$ cat src/rtl/sl_pkg.sv
// Shared definitions for the SL transmitter scheduler: register bit map,
// config reset value, legal word-length/frequency limits and FSM states.
package sl_pkg;

  localparam int SR_BIT   = 0;
  localparam int BQL      = 1;
  localparam int BQH      = 6;
  localparam int IRQM_BIT = 7;
  localparam int FQL      = 8;
  localparam int FQH      = 10;
  localparam int SIP_BIT  = 16;

  localparam logic [15:0] CFG_RESET = 16'h0210;

  localparam int BQ_MIN = 8;
  localparam int BQ_MAX = 32;
  localparam int FQ_MAX = 4;

  typedef enum logic [3:0] {
    S_IDLE,
    S_CHECK,
    S_WR_CFG,
    S_GAP,
    S_WR_DATA,
    S_WAIT_START,
    S_WAIT_DONE,
    S_DONE,
    S_ERR
  } state_e;

  // IRQM and SR are always written as zero by the scheduler.
  function automatic logic [15:0] make_cfg(input logic [5:0] bq, input logic [2:0] fq);
    return {5'b0, fq, 1'b0, bq, 1'b0};
  endfunction

  function automatic logic cfg_valid(input logic [5:0] bq, input logic [2:0] fq);
    return !bq[0] && (bq >= 6'(BQ_MIN)) && (bq <= 6'(BQ_MAX)) && (fq <= 3'(FQ_MAX));
  endfunction

endpackage

$ cat src/rtl/sl_rr_arbiter.sv
// Combinational round-robin pick: first set request at or after ptr_i,
// wrapping at N_REQ. The pointer register lives in the scheduler.
module sl_rr_arbiter #(
  parameter int N_REQ = 4,
  parameter int ID_W  = 2
) (
  input  logic [N_REQ-1:0] req_i,
  input  logic [ID_W-1:0]  ptr_i,
  output logic             gnt_vld_o,
  output logic [ID_W-1:0]  gnt_idx_o
);

  logic [ID_W-1:0] idx;

  // Walk from farthest to nearest so the candidate closest to ptr_i wins.
  always_comb begin
    gnt_vld_o = 1'b0;
    gnt_idx_o = '0;
    idx       = '0;
    for (int k = N_REQ - 1; k >= 0; k--) begin
      idx = ID_W'((int'(ptr_i) + k) % N_REQ);
      if (req_i[idx]) begin
        gnt_vld_o = 1'b1;
        gnt_idx_o = idx;
      end
    end
  end

endmodule

$ cat src/rtl/sl_tx_scheduler.sv
// Round-robin sharing of one SL transmitter: validate config, rewrite the
// config register only on change, write the data word, then track SIP.
module sl_tx_scheduler
  import sl_pkg::*;
#(
  parameter int N_REQ         = 4,
  parameter int ID_W          = $clog2(N_REQ),
  parameter int START_TIMEOUT = 8
) (
  input  logic               clk,
  input  logic               rst,
  input  logic [N_REQ-1:0]   req,
  input  logic [N_REQ*32-1:0] req_data,
  input  logic [N_REQ*6-1:0] req_bq,
  input  logic [N_REQ*3-1:0] req_fq,
  output logic [N_REQ-1:0]   ack,
  output logic [N_REQ-1:0]   err,
  output logic               busy,
  output logic [ID_W-1:0]    grant_id,
  output logic [31:0]        tx_d_in,
  output logic               tx_addr,
  output logic               tx_wr_en,
  input  logic [31:0]        tx_d_out
);

  localparam int CNT_W = $clog2(START_TIMEOUT + 1);

  state_e           state_q;
  logic [ID_W-1:0]  grant_q, ptr_q, ptr_d;
  logic [31:0]      data_q;
  logic [15:0]      cfg_q, cfg_d, shadow_q;
  logic             cfg_ok_q, cfg_ok_d;
  logic [CNT_W-1:0] cnt_q;
  logic [N_REQ-1:0] ack_q, err_q;
  logic             tx_wr_en_q, tx_addr_q;
  logic [31:0]      tx_d_in_q;

  logic             arb_vld;
  logic [ID_W-1:0]  arb_idx;
  logic [31:0]      sel_data;
  logic [5:0]       sel_bq;
  logic [2:0]       sel_fq;
  logic             sip;
  logic             unused_dout;

  assign sip         = tx_d_out[SIP_BIT];
  assign unused_dout = ^{tx_d_out[31:SIP_BIT+1], tx_d_out[SIP_BIT-1:0]};

  sl_rr_arbiter #(.N_REQ(N_REQ), .ID_W(ID_W)) u_arb (
    .req_i     (req),
    .ptr_i     (ptr_q),
    .gnt_vld_o (arb_vld),
    .gnt_idx_o (arb_idx)
  );

  always_comb begin
    sel_data = '0;
    sel_bq   = '0;
    sel_fq   = '0;
    for (int i = 0; i < N_REQ; i++) begin
      if (arb_idx == ID_W'(i)) begin
        sel_data = req_data[i*32 +: 32];
        sel_bq   = req_bq[i*6 +: 6];
        sel_fq   = req_fq[i*3 +: 3];
      end
    end
  end

  assign cfg_d    = make_cfg(sel_bq, sel_fq);
  assign cfg_ok_d = cfg_valid(sel_bq, sel_fq);
  assign ptr_d    = (grant_q == ID_W'(N_REQ - 1)) ? '0 : grant_q + 1'b1;

  always_ff @(posedge clk) begin
    if (rst) begin
      state_q    <= S_IDLE;
      grant_q    <= '0;
      ptr_q      <= '0;
      data_q     <= '0;
      cfg_q      <= CFG_RESET;
      cfg_ok_q   <= 1'b0;
      shadow_q   <= CFG_RESET;
      cnt_q      <= '0;
      ack_q      <= '0;
      err_q      <= '0;
      tx_wr_en_q <= 1'b0;
      tx_addr_q  <= 1'b1;
      tx_d_in_q  <= '0;
    end else begin
      ack_q      <= '0;
      err_q      <= '0;
      tx_wr_en_q <= 1'b0;
      case (state_q)
        S_IDLE: begin
          if (arb_vld && !sip) begin
            grant_q  <= arb_idx;
            data_q   <= sel_data;
            cfg_q    <= cfg_d;
            cfg_ok_q <= cfg_ok_d;
            state_q  <= S_CHECK;
          end
        end
        S_CHECK: begin
          if (!cfg_ok_q) begin
            err_q[grant_q] <= 1'b1;
            state_q        <= S_ERR;
          end else if (cfg_q == shadow_q) begin
            tx_wr_en_q <= 1'b1;
            tx_addr_q  <= 1'b0;
            tx_d_in_q  <= data_q;
            state_q    <= S_WR_DATA;
          end else begin
            tx_wr_en_q <= 1'b1;
            tx_addr_q  <= 1'b1;
            tx_d_in_q  <= {16'h0, cfg_q};
            shadow_q   <= cfg_q;
            state_q    <= S_WR_CFG;
          end
        end
        // Strobe drops for one cycle so the transmitter latches the new config.
        S_WR_CFG: state_q <= S_GAP;
        S_GAP: begin
          tx_wr_en_q <= 1'b1;
          tx_addr_q  <= 1'b0;
          tx_d_in_q  <= data_q;
          state_q    <= S_WR_DATA;
        end
        S_WR_DATA: begin
          tx_addr_q <= 1'b1;
          cnt_q     <= '0;
          state_q   <= S_WAIT_START;
        end
        S_WAIT_START: begin
          if (sip) begin
            state_q <= S_WAIT_DONE;
          end else if (cnt_q == CNT_W'(START_TIMEOUT - 1)) begin
            err_q[grant_q] <= 1'b1;
            state_q        <= S_ERR;
          end else begin
            cnt_q <= cnt_q + 1'b1;
          end
        end
        S_WAIT_DONE: begin
          if (!sip) begin
            ack_q[grant_q] <= 1'b1;
            state_q        <= S_DONE;
          end
        end
        S_DONE, S_ERR: begin
          ptr_q   <= ptr_d;
          state_q <= S_IDLE;
        end
        default: state_q <= S_IDLE;
      endcase
    end
  end

  assign ack      = ack_q;
  assign err      = err_q;
  assign busy     = (state_q != S_IDLE);
  assign grant_id = grant_q;
  assign tx_d_in  = tx_d_in_q;
  assign tx_addr  = tx_addr_q;
  assign tx_wr_en = tx_wr_en_q;

endmodule

$ cat config.mk
export PLATFORM = sky130hd
export DESIGN_NAME = sl_tx_scheduler
export DESIGN_NICKNAME = d
export VERILOG_FILES = /design/src/rtl/sl_pkg.sv /design/src/rtl/sl_rr_arbiter.sv /design/src/rtl/sl_tx_scheduler.sv
export SDC_FILE = /design/constraint.sdc
export NUM_CORES = 1
export LEC_CHECK = 0
export ABC_AREA = 1
export BUFFER_PORTS_ARGS = -buffer_cell sky130_fd_sc_hd__buf_2
export CAP_MARGIN = 15
export CELL_PAD_IN_SITES_DETAIL_PLACEMENT = 2
export CELL_PAD_IN_SITES_GLOBAL_PLACEMENT = 2
export CORE_ASPECT_RATIO = 1.25
export CORE_MARGIN = 2
export CORE_UTILIZATION = 24
export CTS_BUF_LIST = sky130_fd_sc_hd__clkbuf_16
export DETAILED_ROUTE_END_ITERATION = 10
export PLACE_DENSITY_LB_ADDON = 0.1
export SLEW_MARGIN = 10
export SYNTH_ARGS = -nofsm -noshare
export SYNTH_HDL_FRONTEND = slang
export SYNTH_SLANG_ARGS = --single-unit
$ cat constraint.sdc
create_clock -name clk -period 2.2 [get_ports clk]
set_clock_uncertainty 0.05 [all_clocks]
set_input_delay 0.11 -clock clk [delete_from_list [all_inputs] [get_ports clk]]
set_output_delay 0.11 -clock clk [all_outputs]
set_load 0.02 [all_outputs]
Word level (Yosys, flattened, before mapping):

Index checks and enable logic that the tools add are counted.

* add/subtract/negate cells: 5
* reductions and logical operators: 21
* multipliers: 0
* divide/modulo/power cells: 0
* equality and inequality tests: 20
* multiplexer cells: 53
* magnitude comparators: 9
* shift-type cells: 0
* bitwise operators: 2

Operators with widths (number)
* 32-bit two-way mux: 6
* 32-bit one-hot mux with 2 select lines: 1
* 4-bit two-way mux: 10
* 4-bit one-hot mux with 7 select lines: 1
* 6-bit two-way mux: 4
* 4-bit by 3-bit equality test with 1-bit output (second input constant): 5
* 4-bit one-hot mux with 2 select lines: 2
* 2-bit by 3-bit less-than comparator with 1-bit output (second input constant): 5
* 3-bit two-way mux: 5
* 1-bit two-way mux: 12
* 2-bit two-way mux: 5
* 2-bit != test (second input constant): 5
* 9-bit equality test: 1
* 3-bit AND reduction: 3
* 1-bit binary-select mux with 2-bit select: 4
* 4-bit by 2-bit equality test with 1-bit output (second input constant): 2
* 2-bit equality test (second input constant): 3
* 6-bit by 4-bit >= comparator with 1-bit output (second input constant): 1
* 6-bit <= comparator (second input constant): 1
* 2-bit AND reduction: 3
* 1-bit logical AND: 5
* 2-bit by 1-bit adder with 2-bit output (second input constant): 2
* 2-bit adder (second input constant): 2
* 4-bit by 1-bit adder with 4-bit output (second input constant): 1
* 18 further kinds: 21

* memories kept: 0
* bits of input ports: 202
* word-level logic and storage cells: 123
* memory bits (writable): 0
* memory bits (read-only): 0
* register bits: 105
* output and inout bits: 45
* bits in latches: 0

Longest topological paths before layout:

* depth after elaboration: 16
* mapped depth: 19
* mapped depth without buffers: 18

Hierarchy:

Synthesis repeated with hierarchy kept, for this count alone.

* cells, all modules: 733
* area, all modules: 5280.1 µm²

By module, submodules not included
* sl_tx_scheduler: instances 1, seq. area each 2102.0 µm², area an instance 5067.4 µm², cells an instance 687
* sl_rr_arbiter: instances 1, seq. area each 0.0 µm², area an instance 212.7 µm², cells an instance 46

Least setup slack after synthesis:

OpenSTA, ideal clock, no wires.

* kind: reg-to-reg
* start point: register ptr_q[0]
* end point: register data_q[10]
* path buffers: 3
* data arrival time: 1746 ps
* period minus slack after synthesis: 1930 ps
* library setup time: 134 ps
* cell stages (with the launch flop): 16
* slack: 270 ps
* required time: 2016 ps
* cells stage by stage: dfxtp_1 -> buf_6 -> inv_4 -> nand2_1 -> nand2_1 -> nand2_1 -> nand2_1 -> nand3_2 -> nand2_1 -> nand2_2 -> buf_4 -> nand2_1 -> buf_4 -> nor2_1 -> a221oi_1 -> a31oi_1

* word-level cells in the longest chain between the ends: 12
* elaborated cells on any way between the ends: 29
* those cells by class: 3 x add/sub; 3 x eq/ne; 20 x mux; 3 x reduce/logical

Ends and longest elaborated chain
* from (decl): RTL line sl_tx_scheduler.sv:29 `logic [ID_W-1:0] grant_q, ptr_q, ptr_d;`
* from (signal assigned): RTL line sl_tx_scheduler.sv:149 `ptr_q <= ptr_d;`
* 2-bit adder: RTL line sl_rr_arbiter.sv:21 `idx = ID_W'((int'(ptr_i) + k) % N_REQ);`
* 1-bit binary-select mux with 2-bit select: RTL line sl_rr_arbiter.sv:22 `if (req_i[idx]) begin`
* 1-bit two-way mux (implied by the code): RTL line sl_rr_arbiter.sv:22
* 2-bit two-way mux (4 in series): RTL line sl_rr_arbiter.sv:22
* 2-bit zero test: RTL line sl_tx_scheduler.sv:61 `if (arb_idx == ID_W'(i)) begin`
* 32-bit two-way mux (4 in series): RTL line sl_tx_scheduler.sv:61
* to (signal assigned): RTL line sl_tx_scheduler.sv:96 `data_q <= sel_data;`
* to (decl): RTL line sl_tx_scheduler.sv:30 `logic [31:0] data_q;`

Parallel ways exist; a longest one is shown, timed or not. The select of a mux whose other input is x is not followed.
A chain may end at the register's enable or synchronous reset.

Worst setup path after layout:

* start point: register ptr_q[0]
* end point: register cfg_ok_q

* word-level cells in the longest chain between the ends: 16
* elaborated cells on any way between the ends: 40
* those cells by class: 3 x add/sub; 3 x order compare; 3 x eq/ne; 24 x mux; 7 x reduce/logical

Ends and longest elaborated chain
* 2-bit adder: RTL line sl_rr_arbiter.sv:21
* 1-bit binary-select mux with 2-bit select: RTL line sl_rr_arbiter.sv:22
* 1-bit two-way mux (implied by the code): RTL line sl_rr_arbiter.sv:22
* 2-bit two-way mux (4 in series): RTL line sl_rr_arbiter.sv:22
* 2-bit zero test: RTL line sl_tx_scheduler.sv:61
* 6-bit two-way mux (4 in series): RTL line sl_tx_scheduler.sv:61
* 6-bit by 4-bit >= comparator with 1-bit output / 1-bit zero test (equally long branches): RTL line sl_pkg.sv:37 `return !bq[0] && (bq >= 6'(BQ_MIN)) && (bq <= 6'(BQ_MAX)) && (fq <= 3'(FQ_MAX));`
* 1-bit logical AND (3 in series): RTL line sl_pkg.sv:37
* to (signal assigned): RTL line sl_tx_scheduler.sv:98 `cfg_ok_q <= cfg_ok_d;`
* to (decl): RTL line sl_tx_scheduler.sv:32 `logic cfg_ok_q, cfg_ok_d;`

Parallel ways exist; a longest one is shown, timed or not. The select of a mux whose other input is x is not followed.

==> results_tabular.tex <==
\begin{tabular}{lr}
\hline
Metric & Value \\
\hline
\multicolumn{2}{l}{\textbf{Placement}} \\
Placed wire-length estimate & 18.79 mm \\
Inst Count DP & 1,291 \\
Placer Congestion & 0.7718 \\
Worst setup timing slack at the placement stage & -0.1949 ns \\
Number of buffers added on ports & 215 \\
Standard cell area after detailed placement & 7161 sq um \\
\multicolumn{2}{l}{\textbf{Power}} \\
Leakage power total & 3.917 nW \\
Net Sw Power & 0.005591 W \\
Clk pwr share & 0.137 \\
Power density over the cells & 1443 nW/um\^{}2 \\
Sequential cell fraction of total power & 0.237 \\
Proportion of total power due to net switching & 0.4604 \\
IR Drop Worst-Case VDD & 482.1 uV \\
Int Power & 0.006552 W \\
Portion of total power attributed to combinational logic & 0.626 \\
\multicolumn{2}{l}{\textbf{Synthesis}} \\
Synth cell types & 38 \\
Synthesized area & 5385 sq um \\
Ys Warns & 0 \\
Post-Syn Instances & 778 \\
Average cell area after synthesis & 6.922 sq um \\
Portion of the post-synthesis area used by sequential elements & 0.3903 \\
Mapped Nets & 985 \\
Count of state elements after synthesis & 105 \\
\multicolumn{2}{l}{\textbf{GRT}} \\
Total gr overflow & 0 \\
Via count of the first global-routing pass & 7,028 \\
Total routing usage reported by global routing & 0.2096 \\
First-pass GRT wire length & 37.85 mm \\
Antenna violations before repair & 2 \\
Maximum number of pins on one net before global-route repair & 70 \\
\multicolumn{2}{l}{\textbf{Timing}} \\
Hold\_ws & -0.01247 ns \\
Period utilisation layout & 1.010 \\
RSZ-0062 raised after global routing & true \\
Endpoints failing hold & 2 \\
Number of max-slew violations in the final report & 0 \\
Max-slew headroom & 0.6205 \\
Number of endpoints failing setup at the final stage & 1 \\
Shortest period the worst path allows & 2.222 ns \\
Least setup slack across all paths after layout & -0.02172 ns \\
Top achievable clock speed & 450.1 MHz \\
Transition time at the pin with the least slew margin & 0.5686 ns \\
\multicolumn{2}{l}{\textbf{Clock network}} \\
Worst-skew pair later-pin latency & 0.36 ns \\
H-tree level count & 3 \\
Number of buffers on the longest clock path & 2 \\
Number of buffers created by CTS & 9 \\
CTS tree & yes \\
Clock transition time at the flip-flop clock pins of the worst setup and hold paths & 0.08 ns \\
Root Buffer Master & clkbuf\_16 \\
Sinks on Clock Net & 105 \\
\multicolumn{2}{l}{\textbf{Finish}} \\
Highest-count cells in the layout ignoring fill and taps & buf\_2, o21ai\_0, nand2\_1 \\
Layout Utilization & 0.3802 \\
Fraction of layout cells with a size suffix above 1 & 0.3716 \\
Nets & 1,282 \\
Layout filler cell count & 2,691 \\
Post-route design area & 8416 sq um \\
Area of the multi-input gates & 3102 sq um \\
Sequential cell area & 2110 sq um \\
Most frequent standard cell in the layout excluding fill and tap cells & buf\_2 \\
Number of standard cells in the final layout excluding fillers & 1,364 \\
Area growth, synth to finish & 56.27\% \\
\multicolumn{2}{l}{\textbf{Floorplanning}} \\
Placement Rows & 61 \\
Die height & 171.5 microns \\
Die outline width & 138.0 microns \\
Initial core utilization & 0.2433 \\
Area of the core & 22,130 sq um \\
Die outline area & 23,660 sq um \\
Top Ports & 247 \\
\multicolumn{2}{l}{\textbf{Routing}} \\
Total wirelength of the detailed-routed design & 25.93 mm \\
Average vias per placed instance & 4.877 \\
Per-cell routed wire length & 19.01 microns \\
Post-route DRC & 0 \\
Remaining antenna violation count & 0 \\
Initial drt markers & 173 \\
First-pass DRT Iterations & 4 \\
Routed via count & 6,652 \\
\multicolumn{2}{l}{\textbf{Worst setup path}} \\
Worst reg2reg setup slack & -0.02 ns \\
Critical path class & reg -> reg \\
Start point of the critical path & ptr\_q[0]\$\_SDFFE\_PP0P\_ \\
Worst reg2reg path endpoint & cfg\_ok\_q\$\_SDFFE\_PP0P\_ \\
End of the critical path & cfg\_ok\_q\$\_SDFFE\_PP0P\_ \\
Crit. End Element & register \\
FF-to-FF path depth & 18 \\
Setup crit start kind & register \\
Required arrival time at the worst endpoint & 2.40 ns \\
Launching point of the worst reg2reg path & ptr\_q[0]\$\_SDFFE\_PP0P\_ \\
Largest fanout on the critical path & 8 \\
Signal arrival time at the worst endpoint & 2.42 ns \\
\multicolumn{2}{l}{\textbf{Status}} \\
Result of the run & finished, violations left \\
Violated checks & hold timing, setup timing \\
\multicolumn{2}{l}{\textbf{Min path}} \\
Worst hold path depth & 3 \\
Kind of path behind the tightest hold check & in -> reg \\
\multicolumn{2}{l}{\textbf{Flow run}} \\
Reported max-cap violation count & 0 \\
\hline
\end{tabular}
## critical path: stages (launching register included)
cell and delay (ns):
dfxtp_4 0.39, inv_8 0.09, nand2_2 0.05, nand2_2 0.10, nand2_4 0.07, nand2_4 0.08, nor2_2 0.04, nor2_2 0.13
nand2_4 0.11, nand2_8 0.12, nand2_4 0.07, inv_2 0.22, nand2_1 0.10, nand2_1 0.13, nor2_1 0.07, nor2_1 0.09
nor2_1 0.05, nand2_1 0.07, a21oi_2 0.05
## power groups by stage
stage          registers (W)  clock network [W]  logic (W)
2_1_floorplan        0.00281                  0    0.00337
3_3_place_gp         0.00291                  0    0.00611
3_5_place_dp         0.00292                  0    0.00620
4_1_cts              0.00289            0.00172    0.00648
5_1_grt              0.00294            0.00179    0.00836
6_report             0.00288            0.00166    0.00760
## logic make-up (layout without fill, tap and decap cells)
family                     count (synthesis)  count (layout)  synth area share
xor gates and xnor gates                   6               6          0.009758
DFF                                      105             105            0.3903
buffers and inverters                    121             421           0.09294
AOI/OAI and AO/OA                        212             212            0.2200
other                                      0               2                 0
adders and majority gates                  5               5           0.01162
and+or+nand+nor                          329             330            0.2753
## stage by stage
step | setup TNS, ns | hold slack (ns) | power [W]
2_1_floorplan | 0 | 0.2218 | 0.006183
3_3_place_gp | -1.506 | 0.3302 | 0.009027
3_5_place_dp | -4.126 | 0.3382 | 0.009115
4_1_cts | -0.005980 | 0.0004809 | 0.01109
5_1_grt | -2.519 | 0.001114 | 0.01309
6_report | -0.02172 | -0.01247 | 0.01214
## state kept, by name, indices dropped and copies added, names as in the netlist
name      flops
err           4
cfg_q         9
ack           4
cfg_ok_q      1
grant_id      2
shadow_q      9
tx_addr       1
ptr_q         2
data_q       32
state_q       4
tx_wr_en      1
cnt_q         4
tx_d_in      32
## synthesized netlist by cell type
cell type | count | area share
a211oi_1 | 2 | 0.0028
a21oi_1 | 27 | 0.025
a21oi_4 | 1 | 0.0030
a221oi_1 | 11 | 0.018
a31oi_1 | 35 | 0.041
and2_1 | 1 | 0.0012
buf_2 | 14 | 0.013
buf_4 | 3 | 0.0042
buf_6 | 2 | 0.0042
clkbuf_1 | 32 | 0.022
clkinv_1 | 1 | 0.00070
dfxtp_1 | 105 | 0.39
ha_1 | 5 | 0.012
inv_1 | 63 | 0.044
inv_2 | 5 | 0.0035
inv_4 | 1 | 0.0012
nand2_1 | 120 | 0.084
nand2_2 | 8 | 0.0093
nand2_4 | 1 | 0.0021
nand2_8 | 1 | 0.0037
nand3_1 | 62 | 0.058
nand3_2 | 3 | 0.0056
nand4_1 | 13 | 0.015
nor2_1 | 79 | 0.055
nor2_2 | 4 | 0.0046
nor2_4 | 1 | 0.0021
nor3_1 | 29 | 0.027
nor3b_1 | 1 | 0.0014
nor4_1 | 3 | 0.0035
o211ai_1 | 2 | 0.0028
o21ai_0 | 124 | 0.12
o21ai_1 | 5 | 0.0046
o21bai_1 | 1 | 0.0014
o221ai_1 | 4 | 0.0065
or2_1 | 1 | 0.0012
or2_2 | 2 | 0.0023
xnor2_1 | 2 | 0.0033
xor2_1 | 4 | 0.0065
## how the worst min path moves through the flow
stage / to / slack, ns / from
3_3_place_gp: data_q[15]$_SDFFE_PP0P_ / 0.33 / req_data[111]
2_1_floorplan: data_q[26]$_SDFFE_PP0P_ / 0.22 / req_data[122]
6_report: data_q[4]$_SDFFE_PP0P_ / -0.01 / req_data[4]
3_5_place_dp: data_q[8]$_SDFFE_PP0P_ / 0.34 / req_data[104]
5_1_grt: data_q[17]$_SDFFE_PP0P_ / 0.001 / req_data[17]
4_1_cts: data_q[17]$_SDFFE_PP0P_ / 0.0005 / req_data[17]
## cell type report
cell class,count,share of cell area
inverter,70,0.03434
timing repair buffer,336,0.2691
tap,283,0.04208
sequential,105,0.2507
clock inverter,6,0.007880
antenna,2,0.0005947
clock buffer,9,0.02676
multi-input combinational,553,0.3686
## timing repair
| action | CTS | global route |
|---|---|---|
| pin swaps | 9 | 23 |
| cloned | 1 | 4 |
| hold buffers | 36 | 1 |
| gates resized for setup | 15 | 94 |
| setup buffers | 2 | 12 |
| hold endpoints to repair | 30 | 1 |
| endpoints found under the setup margin | 43 | 44 |
## layer usage
metal | share of wire | global-route usage | vias up
met5 | 0 | 0 | -
met4 | 0.010 | 0.03904 | 0
met3 | 0.040 | 0.04450 | 17
met2 | 0.55 | 0.4038 | 152
met1 | 0.40 | 0.2343 | 3236
li1 | - | - | 3247
No activity file was read; power rests on OpenSTA's default activity.
